### src/rtl/rpn_stack_core_pkg.sv
// Shared RPN core types: opcodes, command FSM states and the ALU flag bundle.
// Imported by the stack core as well as the operation decoder and display blocks.
package rpn_pkg;

    typedef enum logic [2:0] {
        OP_ADD = 3'b000,
        OP_SUB = 3'b001,
        OP_AND = 3'b010,
        OP_OR  = 3'b011,
        OP_XOR = 3'b100,
        OP_NOT = 3'b101,
        OP_MUL = 3'b110,
        OP_CLR = 3'b111
    } opcode_e;

    typedef enum logic [1:0] {
        ST_IDLE,
        ST_EXEC,
        ST_MUL,
        ST_WB
    } state_e;

    typedef struct packed {
        logic zero;
        logic carry;
        logic ovf;
    } flags_t;

    // Ops that consume the top two entries and leave one result.
    function automatic logic is_binary(opcode_e op);
        return !(op == OP_NOT || op == OP_CLR);
    endfunction

endpackage

### src/rtl/rpn_stack_core_if.sv
// Command/status bundle between the input sequencer and the RPN stack core.
interface rpn_stack_core_if #(
    parameter int WIDTH = 8,
    parameter int DEPTH = 8
);
    localparam int DW = $clog2(DEPTH + 1);

    logic             push_i;
    logic             op_i;
    logic [WIDTH-1:0] data_i;
    logic [2:0]       opcode_i;
    logic [WIDTH-1:0] top_o;
    logic [DW-1:0]    depth_o;
    logic             busy_o;
    logic             empty_o;
    logic             full_o;
    logic             zero_o;
    logic             carry_o;
    logic             ovf_o;
    logic             err_o;

    modport master (
        output push_i, op_i, data_i, opcode_i,
        input  top_o, depth_o, busy_o, empty_o, full_o, zero_o, carry_o, ovf_o, err_o
    );

    modport slave (
        input  push_i, op_i, data_i, opcode_i,
        output top_o, depth_o, busy_o, empty_o, full_o, zero_o, carry_o, ovf_o, err_o
    );
endinterface

### src/rtl/rpn_stack_core_mul.sv
// Shift-add multiplier: bit 0 is folded in on the start edge, so the full
// product is registered WIDTH-1 cycles after start and done rises with it.
module rpn_mul_seq #(
    parameter int WIDTH = 8
) (
    input  logic               clk,
    input  logic               rst,
    input  logic               start,
    input  logic [WIDTH-1:0]   a,
    input  logic [WIDTH-1:0]   b,
    output logic               done,
    output logic [2*WIDTH-1:0] product
);
    localparam int CW = $clog2(WIDTH + 1);

    logic [2*WIDTH-1:0] mcand;
    logic [WIDTH-1:0]   mplier;
    logic [CW-1:0]      cnt;
    logic               run;

    always_ff @(posedge clk) begin
        if (rst) begin
            product <= '0;
            mcand   <= '0;
            mplier  <= '0;
            cnt     <= '0;
            run     <= 1'b0;
            done    <= 1'b0;
        end else if (start) begin
            product <= b[0] ? {{WIDTH{1'b0}}, a} : '0;
            mcand   <= {{(WIDTH-1){1'b0}}, a, 1'b0};
            mplier  <= b >> 1;
            cnt     <= CW'(1);
            run     <= 1'b1;
            done    <= 1'b0;
        end else if (run) begin
            if (mplier[0]) product <= product + mcand;
            mcand  <= mcand << 1;
            mplier <= mplier >> 1;
            cnt    <= cnt + CW'(1);
            if (cnt == CW'(WIDTH - 1)) begin
                run  <= 1'b0;
                done <= 1'b1;
            end
        end
    end
endmodule

### src/rtl/rpn_stack_core.sv
// RPN execution core: register-array operand stack plus a command FSM that
// pushes operands and applies ALU/multiply ops to the top two entries.
module rpn_stack_core
    import rpn_pkg::*;
#(
    parameter int WIDTH = 8,
    parameter int DEPTH = 8
) (
    input logic        clk,
    input logic        rst,
    rpn_stack_core_if.slave bus
);
    localparam int DW = $clog2(DEPTH + 1);
    localparam int AW = (DEPTH > 1) ? $clog2(DEPTH) : 1;

    logic [WIDTH-1:0] stack [DEPTH];
    logic [DW-1:0]    sp;
    state_e           state_q, state_d;
    opcode_e          opc_q, opc_in;
    flags_t           flags_q, alu_flags;
    logic             err_q;

    logic accept, do_err, do_push, do_clr, commit, mul_start, mul_done;
    logic is_empty, is_full;
    logic [AW-1:0]      ia, ib;
    logic [WIDTH-1:0]   opa, opb, alu_res;
    logic [WIDTH:0]     sum, dif;
    logic [2*WIDTH-1:0] mul_prod;

    assign opc_in   = opcode_e'(bus.opcode_i);
    assign is_empty = (sp == '0);
    assign is_full  = (sp == DW'(DEPTH));
    assign ib       = AW'(sp - DW'(1));
    assign ia       = AW'(sp - DW'(2));
    assign opa      = stack[ia];
    assign opb      = stack[ib];

    rpn_mul_seq #(.WIDTH(WIDTH)) u_mul (
        .clk     (clk),
        .rst     (rst),
        .start   (mul_start),
        .a       (opa),
        .b       (opb),
        .done    (mul_done),
        .product (mul_prod)
    );

    always_comb begin
        sum       = {1'b0, opa} + {1'b0, opb};
        dif       = {1'b0, opa} - {1'b0, opb};
        alu_res   = '0;
        alu_flags = '0;
        case (opc_q)
            OP_ADD: begin
                alu_res         = sum[WIDTH-1:0];
                alu_flags.carry = sum[WIDTH];
                alu_flags.ovf   = (opa[WIDTH-1] == opb[WIDTH-1]) && (sum[WIDTH-1] != opa[WIDTH-1]);
            end
            OP_SUB: begin
                alu_res         = dif[WIDTH-1:0];
                alu_flags.carry = dif[WIDTH];
                alu_flags.ovf   = (opa[WIDTH-1] != opb[WIDTH-1]) && (dif[WIDTH-1] != opa[WIDTH-1]);
            end
            OP_AND: alu_res = opa & opb;
            OP_OR:  alu_res = opa | opb;
            OP_XOR: alu_res = opa ^ opb;
            OP_NOT: alu_res = ~opb;
            OP_MUL: begin
                alu_res       = mul_prod[WIDTH-1:0];
                alu_flags.ovf = |mul_prod[2*WIDTH-1:WIDTH];
            end
            default: alu_res = '0;
        endcase
        alu_flags.zero = (alu_res == '0);
    end

    // The result lands on the edge into WB, so WB already looks idle and
    // takes the next strobe in the first cycle busy is low.
    always_comb begin
        state_d   = state_q;
        accept    = 1'b0;
        do_err    = 1'b0;
        do_push   = 1'b0;
        do_clr    = 1'b0;
        commit    = 1'b0;
        mul_start = 1'b0;
        case (state_q)
            ST_IDLE, ST_WB: begin
                state_d = ST_IDLE;
                if (bus.op_i) begin
                    accept = 1'b1;
                    if (opc_in == OP_CLR)
                        do_clr = 1'b1;
                    else if ((opc_in == OP_NOT && is_empty) || (is_binary(opc_in) && sp < DW'(2)))
                        do_err = 1'b1;
                    else
                        state_d = ST_EXEC;
                end else if (bus.push_i) begin
                    accept = 1'b1;
                    if (is_full) do_err  = 1'b1;
                    else         do_push = 1'b1;
                end
            end
            ST_EXEC: begin
                if (opc_q == OP_MUL) begin
                    mul_start = 1'b1;
                    state_d   = ST_MUL;
                end else begin
                    commit  = 1'b1;
                    state_d = ST_WB;
                end
            end
            ST_MUL: begin
                if (mul_done) begin
                    commit  = 1'b1;
                    state_d = ST_WB;
                end
            end
            default: state_d = ST_IDLE;
        endcase
    end

    always_ff @(posedge clk) begin
        if (rst) begin
            state_q <= ST_IDLE;
            sp      <= '0;
            opc_q   <= OP_ADD;
            flags_q <= '0;
            err_q   <= 1'b0;
            for (int i = 0; i < DEPTH; i++) stack[i] <= '0;
        end else begin
            state_q <= state_d;
            if (accept) begin
                err_q <= do_err;
                opc_q <= opc_in;
            end
            if (do_push) begin
                stack[AW'(sp)] <= bus.data_i;
                sp             <= sp + DW'(1);
            end
            if (do_clr) begin
                sp      <= '0;
                flags_q <= '0;
            end
            if (commit) begin
                flags_q <= alu_flags;
                if (opc_q == OP_NOT) begin
                    stack[ib] <= alu_res;
                end else begin
                    stack[ia] <= alu_res;
                    sp        <= sp - DW'(1);
                end
            end
        end
    end

    assign bus.top_o   = is_empty ? '0 : opb;
    assign bus.depth_o = sp;
    assign bus.busy_o  = (state_q == ST_EXEC) || (state_q == ST_MUL);
    assign bus.empty_o = is_empty;
    assign bus.full_o  = is_full;
    assign bus.zero_o  = flags_q.zero;
    assign bus.carry_o = flags_q.carry;
    assign bus.ovf_o   = flags_q.ovf;
    assign bus.err_o   = err_q;
endmodule
### src/flat_wrapper.sv
// flat-port wrapper written by rule: the top's interface ports become plain ports
module rpn_stack_core_flat import rpn_pkg::*;
#(
    parameter int WIDTH = 8,
    parameter int DEPTH = 8
)
  (clk, rst, bus_push_i, bus_op_i, bus_data_i, bus_opcode_i, bus_top_o, bus_depth_o, bus_busy_o, bus_empty_o, bus_full_o, bus_zero_o, bus_carry_o, bus_ovf_o, bus_err_o);
  rpn_stack_core_if #(.WIDTH(WIDTH), .DEPTH(DEPTH)) bus_i ();
  input logic clk;
  input logic rst;
  input wire logic [$bits(bus_i.push_i)-1:0] bus_push_i;
  input wire logic [$bits(bus_i.op_i)-1:0] bus_op_i;
  input wire logic [$bits(bus_i.data_i)-1:0] bus_data_i;
  input wire logic [$bits(bus_i.opcode_i)-1:0] bus_opcode_i;
  output wire logic [$bits(bus_i.top_o)-1:0] bus_top_o;
  output wire logic [$bits(bus_i.depth_o)-1:0] bus_depth_o;
  output wire logic [$bits(bus_i.busy_o)-1:0] bus_busy_o;
  output wire logic [$bits(bus_i.empty_o)-1:0] bus_empty_o;
  output wire logic [$bits(bus_i.full_o)-1:0] bus_full_o;
  output wire logic [$bits(bus_i.zero_o)-1:0] bus_zero_o;
  output wire logic [$bits(bus_i.carry_o)-1:0] bus_carry_o;
  output wire logic [$bits(bus_i.ovf_o)-1:0] bus_ovf_o;
  output wire logic [$bits(bus_i.err_o)-1:0] bus_err_o;
  assign bus_i.push_i = bus_push_i;
  assign bus_i.op_i = bus_op_i;
  assign bus_i.data_i = bus_data_i;
  assign bus_i.opcode_i = bus_opcode_i;
  assign bus_top_o = bus_i.top_o;
  assign bus_depth_o = bus_i.depth_o;
  assign bus_busy_o = bus_i.busy_o;
  assign bus_empty_o = bus_i.empty_o;
  assign bus_full_o = bus_i.full_o;
  assign bus_zero_o = bus_i.zero_o;
  assign bus_carry_o = bus_i.carry_o;
  assign bus_ovf_o = bus_i.ovf_o;
  assign bus_err_o = bus_i.err_o;
  rpn_stack_core #(.WIDTH(WIDTH), .DEPTH(DEPTH)) u_core (.clk(clk), .rst(rst), .bus(bus_i));
endmodule
### config.mk
export PLATFORM = sky130hd
export DESIGN_NAME = rpn_stack_core_flat
export DESIGN_NICKNAME = d
export VERILOG_FILES = /design/src/rtl/rpn_stack_core_pkg.sv /design/src/rtl/rpn_stack_core_if.sv /design/src/rtl/rpn_stack_core_mul.sv /design/src/rtl/rpn_stack_core.sv /design/src/flat_wrapper.sv
export SDC_FILE = /design/constraint.sdc
export NUM_CORES = 1
export LEC_CHECK = 0
export ABC_AREA = 1
export CORE_AREA = 2 2 151 153
export CTS_CLUSTER_DIAMETER = 200
export CTS_CLUSTER_SIZE = 20
export DETAILED_ROUTE_END_ITERATION = 10
export DIE_AREA = 0 0 153 155
export SKIP_CTS_REPAIR_TIMING = 1
export SYNTH_ARGS = -nofsm -noshare
export SYNTH_HDL_FRONTEND = slang
export SYNTH_HIERARCHICAL = 1
export SYNTH_SLANG_ARGS = --single-unit
### constraint.sdc
create_clock -name clk -period 11.4 [get_ports clk]
set_input_delay 1.71 -clock clk [delete_from_list [all_inputs] [get_ports clk]]
set_output_delay 1.71 -clock clk [all_outputs]
set_load 0.1 [all_outputs]
## Yosys cells after proc, flatten, opt, wreduce, memory -nomap -nowiden

Memories as Yosys holds them, arrays and structs flattened.
Cells that the tools add are included.

- Flip-flop bits (word level): 57
- Bits in latches: 0
- Bits in writable memories: 64
- ROM bits: 0
- Output and inout port bits: 19
- Logic and storage cells: 141
- Memories: 1

- $add $sub $neg: 7
- $mul: 0
- Div/mod/pow operators: 0
- Order comparisons: 1
- Equality and inequality tests: 18
- Shifts and indexed selects: 0
- Muxes and demuxes: 72
- Bitwise logic cells: 4
- Reduce and logical (&&, ||, !) cells: 23

Memories:

| memory | words | bits a word | read ports | clocked after Yosys merged registers in | write ports | RTL line | text |
|---|---|---|---|---|---|---|---|
| u_core.stack | 8 | 8 | 2 | 0 | 8 | rpn_stack_core.sv:16 | `logic [WIDTH-1:0] stack [DEPTH];` |

Operator list:

| cell | count |
|---|---|
| $pmux W8 S7 | 1 |
| $mux W16 | 3 |
| $mux W1 | 43 |
| $mux W8 | 5 |
| $reduce_or A8 Y1 | 4 |
| $mux W9 | 2 |
| $add A16 B16 Y16 | 1 |
| $mux W4 | 4 |
| $eq A3 B3 Y1 const B | 5 |
| $mux W3 | 5 |
| $mux W7 | 2 |
| $add A8 B8 Y9 | 1 |
| $sub A8 B8 Y9 | 1 |
| $add A4 B1 Y4 const B | 2 |
| $and A8 B8 Y8 | 1 |
| $logic_not A8 Y1 | 1 |
| $not A8 Y8 | 1 |
| $or A8 B8 Y8 | 1 |
| $xor A8 B8 Y8 | 1 |
| $eq A3 B2 Y1 const B | 2 |
| $mux W2 | 3 |
| $pmux W2 S3 | 1 |
| $reduce_bool A2 Y1 | 3 |
| $eq A2 B2 Y1 const B | 2 |
| 20 further kinds | 30 |

## Longest topological paths before layout

- Word-level depth: 12
- Mapped depth: 25
- Depth with buffers taken out: 21

## Cells and area by module

The synthesis kept the hierarchy.

By module, submodules not included:

| module | instances | cells an instance | area each (um^2) |
|---|---|---|---|
| rpn_stack_core | 1 | 857 | 6014.5 |
| rpn_mul_seq | 1 | 403 | 2656.3 |

## Worst setup path before layout

Ideal clock, no wire load.

- Path type: register to output
- Start: register u_core.sp[0], in the netlist u_core/bus.depth_o[0]
- End: output port bus_top_o[0]
- Arrival: 4490 ps
- Required time: 9690 ps
- Slack: 5200 ps
- Cell stages (with the launch flop): 9
- Buffers on the path: 3
- Cell sequence: dfxtp_1 -> clkbuf_1 -> inv_1 -> clkbuf_1 -> clkbuf_1 -> ha_1 -> nand2_1 -> nor2_1 -> nor2_1

- Elaborated cells on any way between the ends: 4

RTL lines:

| item | RTL line | text |
|---|---|---|
| start: declaration | rpn_stack_core.sv:17 | `logic [DW-1:0] sp;` |
| start signal: assignment | rpn_stack_core.sv:139 | `sp <= sp + DW'(1);` |
| start signal: assignment | rpn_stack_core.sv:151 | `sp <= sp - DW'(1);` |
| $logic_not A4 Y1 | rpn_stack_core.sv:31 | `assign is_empty = (sp == '0);` |
| via bus_empty_o | flat_wrapper.sv:18 | `output wire logic [$bits(bus_i.empty_o)-1:0] bus_empty_o;` |
| $mux W8 | rpn_stack_core.sv:157 | `assign bus.top_o = is_empty ? '0 : opb;` |
| end: declaration | flat_wrapper.sv:15 | `output wire logic [$bits(bus_i.top_o)-1:0] bus_top_o;` |

The timed path passes the listed nets, and every way through them passes these cells.

## Worst setup path in the final report

- Start: register u_core.sp[1], in the netlist u_core/bus.depth_o[1]
- End: output port bus_top_o[3]

- Cells in the longest elaborated chain, start to end: 3
- Elaborated cells on any way between the ends: 4

RTL lines:

| item | RTL line | text |
|---|---|---|
| $sub A4 B1 Y4 | rpn_stack_core.sv:33 | `assign ib = AW'(sp - DW'(1));` |
| $mem_v2 Z8 W8 | - |  |
| $mux W8 * | rpn_stack_core.sv:157 |  |

Every way passes the cells marked *; elsewhere a longest branch is shown, timed or not.

==> results <==
- The run finished with clean final reports.
- The maximum fanout count along the critical path is 23.
- The area enclosed by the die boundary is 0.0237 mm2.
- Counting cells, the worst reg-to-reg path comes to 16.
- For this run, design rule violations remaining after detail routing come to 0.
- The count of fill cells added during filler insertion is 2308.
- Summed over all layers, the routed wires come to 25300 um.
- The detailed-router iteration count before antenna repair is 6.
- After floorplanning, the core was divided into 55 placement rows.
- Leaving out fill and tap cells, the most frequent cell in the layout is nand2_1.
- Walking the worst path, the cells encountered are clkinv_1, ha_1, inv_1, nor2_1, o21ai_0, nand3_1, nand2_1, nor2_1, clkdlybuf4s50_1.
- The worst path arrival time is 5.58 ns.
- The number of buffers on the longest clock path is 2.
- The hold violation total from the final report is 0.
- The post-layout minimum cycle time is 7.29 ns.
- The number of distinct standard cells referenced by the synthesized netlist is 54.
- The end of the worst register-to-register path is u_core/stack[5][2].
- For this run, asynchronously set or reset flops after synthesis account for 0.
- In the synthesized netlist the dominant register cell turns out to be edfxtp_1.
- The launch point of the worst hold path is u_core/bus.zero_o.
- The number of clock buffers added by TritonCTS is 17.
- The most numerous cell type found on the critical path is nor2_1.
- After routing, the total negative slack on setup checks comes to 0 ns.
- Setup violations remaining at the end of the flow were counted as 0.
- Tracing the worst setup path back leads to its startpoint at u_core/bus.depth_o[1].
- The global-route wire length before repair is 40500 um.
- VDD sags by at most 136 uV.
- The leakage power summed over all cells is 4.49 nW.
- In the final layout, the share of cells above drive strength 1 is 0.0698.
- From left edge to right edge, the die measures 153 um.
- The mean number of vias per cell is 5.13.
- In the layout the commonest cells are 329 x nand2_1, 188 x inv_1, 127 x nor2_1.
- TritonCTS built the clock tree.
- The effective utilization at floorplan is 0.390.
- The total area inside the core boundary comes to 0.0222 mm2.
- The startpoint of the worst register-to-register path is u_core/bus.depth_o[1].
- The pin slew with the least headroom to its limit is 1.10 ns.
- The worst hold path stage count is 2.
- The remaining antenna violation count is 0.
- The first routing iteration left 686 violations.
- The CTS H-tree depth is 4.
- Of the available clock period, the critical path in the final layout requires 0.639.
- In the final routed layout, each cell accounts on average for 16.0 um.
- The root buffer selected by CTS is clkbuf_16.
- The per-instance average area after synthesis is 6.88 um2.
- Clock-pin slew was measured on the worst setup and hold paths at 0.05 ns.
- The capturing element type of the critical path is an output port.
- The worst setup path is launched from a flip-flop.
- Buffers placed on the I/O ports in this run total 33.
- The final layout contains 1342 nets.
- Setup repair after global routing left no endpoint under its margin.
- The synthesized netlist net count is 1325.
- The cell area that synthesis handed to floorplanning was 0.00867 mm2.
- The number of enable-type register cells in the synthesized netlist is 64.
- The source-to-sink clock delay at the later pin of the worst-skew pair is 0.43 ns.
- In this run the vertical extent of the chip is 155 um.
- The global router's overall resource usage is 0.214.
- Relative to the synthesized area, the layout overhead comes to 12.8%.
- After synthesis the netlist holds a flip-flop and latch count of 121.
- At the worst endpoint, the required time is 9.69 ns.
- The type of the setup path with the least slack is reg2out.
- The number of antenna violations at the first check in global routing is 0.
- The path class of the tightest hold or removal check is reg2reg.
- Synthesis handed over a netlist of 1260 instances.
- The weighted congestion reported at the end of routability-driven placement is 0.948.
- In the post-route analysis, the smallest setup slack over all paths is 4.11 ns.
- The total number of vias is 8082.
- The sequential-to-total area share from yosys stat is 0.353.
- After legalization and detailed placement, the total HPWL measured 19400 um.
- Across all register-to-register paths, the minimum setup slack is 5.22 ns.
- The number of max-slew violations in the final report was 0.
- The total chip power is 2.14 mW.
- The total congestion overflow is 0.
- For this design, the sink count on the clock tree is 121.
- The number of warnings issued by yosys is 6.
- The master of the slowest instance on the critical path is clkdlybuf4s50_1.
- The antenna diode instance count is 0.
- For this run, the slowest stage of the critical path takes 1.17 ns.
- The worst hold path endpoint is u_core/bus.zero_o.
- The via count of the first global-routing pass was 7681.
- The tool flagged a number of max-cap violations equal to 0.
- The relative slew slack is 0.260.
- The fmax is 137 MHz.
- Prior to clock tree synthesis, the placed netlist has a worst setup slack of 4.53 ns.
- The post-route clock skew is 0.0122 ns.
- The cell area power density is 219 mW/mm2.
- 34 I/O pins were placed.
- The largest net degree at the start of global routing is 81.
[power by group]
group | total [mW] | switching (mW) | leakage, nW | internal, mW
Combinational | 1.10 | 0.796 | 3.07 | 0.308
Sequential | 0.505 | 0.0225 | 1.12 | 0.482
Clock | 0.534 | 0.222 | 0.290 | 0.311
Total | 2.14 | 1.04 | 4.49 | 1.10
[area by class of cell]
cell class | count | area [um2] | area share
multi-input combinational | 894 | 4640 | 0.475
sequential | 121 | 3060 | 0.313
inverter | 205 | 774 | 0.0792
clock buffer | 18 | 439 | 0.0449
timing repair buffer | 38 | 368 | 0.0376
tap | 285 | 357 | 0.0365
clock inverter | 14 | 136 | 0.0139
[flip-flops by register name (all words and copies together) (netlist names)]
register	count
u_core/stack	64
u_core/u_mul/product	16
u_core/u_mul/mcand	15
u_core/u_mul/mplier	7
u_core/bus.depth_o	4
u_core/u_mul/cnt	4
u_core/opc_q	3
u_core/state_q	2
u_core/bus.carry_o	1
u_core/bus.err_o	1
u_core/bus.ovf_o	1
u_core/bus.zero_o	1
u_core/u_mul/done	1
u_core/u_mul/run	1
[critical path: cells and delay by family (launching register included)]
family          cells  cell delay, ns
compound gates      1            0.10
fa+ha+maj           1            1.02
buf+inv             3            2.46
flops               1            0.92
simple gates        4            0.65
[synthesized netlist by cell type (all sizes together), types with 5 or more instances]
cell	n	area (um2)
a21oi	88	455
a31oi	7	43.8
buf	17	103
clkbuf	23	90.1
dfxtp	57	1140
edfxtp	64	1920
ha	47	588
inv	201	759
mux2i	5	73.8
nand2	334	1270
nand3	113	646
nand4	13	81.3
nor2	138	572
nor3	7	35.0
o211ai	5	37.5
o21ai	99	499
or2	7	43.8
[metal layers]
layer	global-route usage	part of all wire	up-vias
met1	0.269	0.44	3705
met2	0.373	0.49	216
met5	0	0	-
met3	0.0326	0.040	51
met4	0.0829	0.032	0
li1	-	-	4110
[cell families after synthesis]
kind of cell	after synthesis	synth area share
DFF	121	0.353
xor gates and xnor gates	7	0.00794
adders and majority gates	50	0.0747
muxes	5	0.00851
buffers and inverters	245	0.112
AOI/OAI and AO/OA	213	0.133
and+or+nand+nor	619	0.311
[through the flow]
step | instance area, um2 | hold slack, ns | std cells | utilization
6_report | 9780 | 0.464 | 1575 | 0.440
5_1_grt | 9780 | 0.492 | 1575 | 0.440
4_1_cts | 9780 | 0.466 | 1575 | 0.440
3_5_place_dp | 9210 | 0.457 | 1543 | 0.414
3_3_place_gp | 9210 | 0.448 | 1543 | 0.414
2_1_floorplan | 8670 | 0.429 | 1260 | -
[how the worst max path moves through the flow]
stage              endpoint  slack [ns]
6_report       bus_top_o[3]        4.11
5_1_grt        bus_top_o[3]        3.79
4_1_cts        bus_top_o[3]        4.12
3_5_place_dp   bus_top_o[3]        4.53
3_3_place_gp   bus_top_o[3]        4.60
2_1_floorplan  bus_top_o[0]        5.20
(Power assumes the default switching activity.)
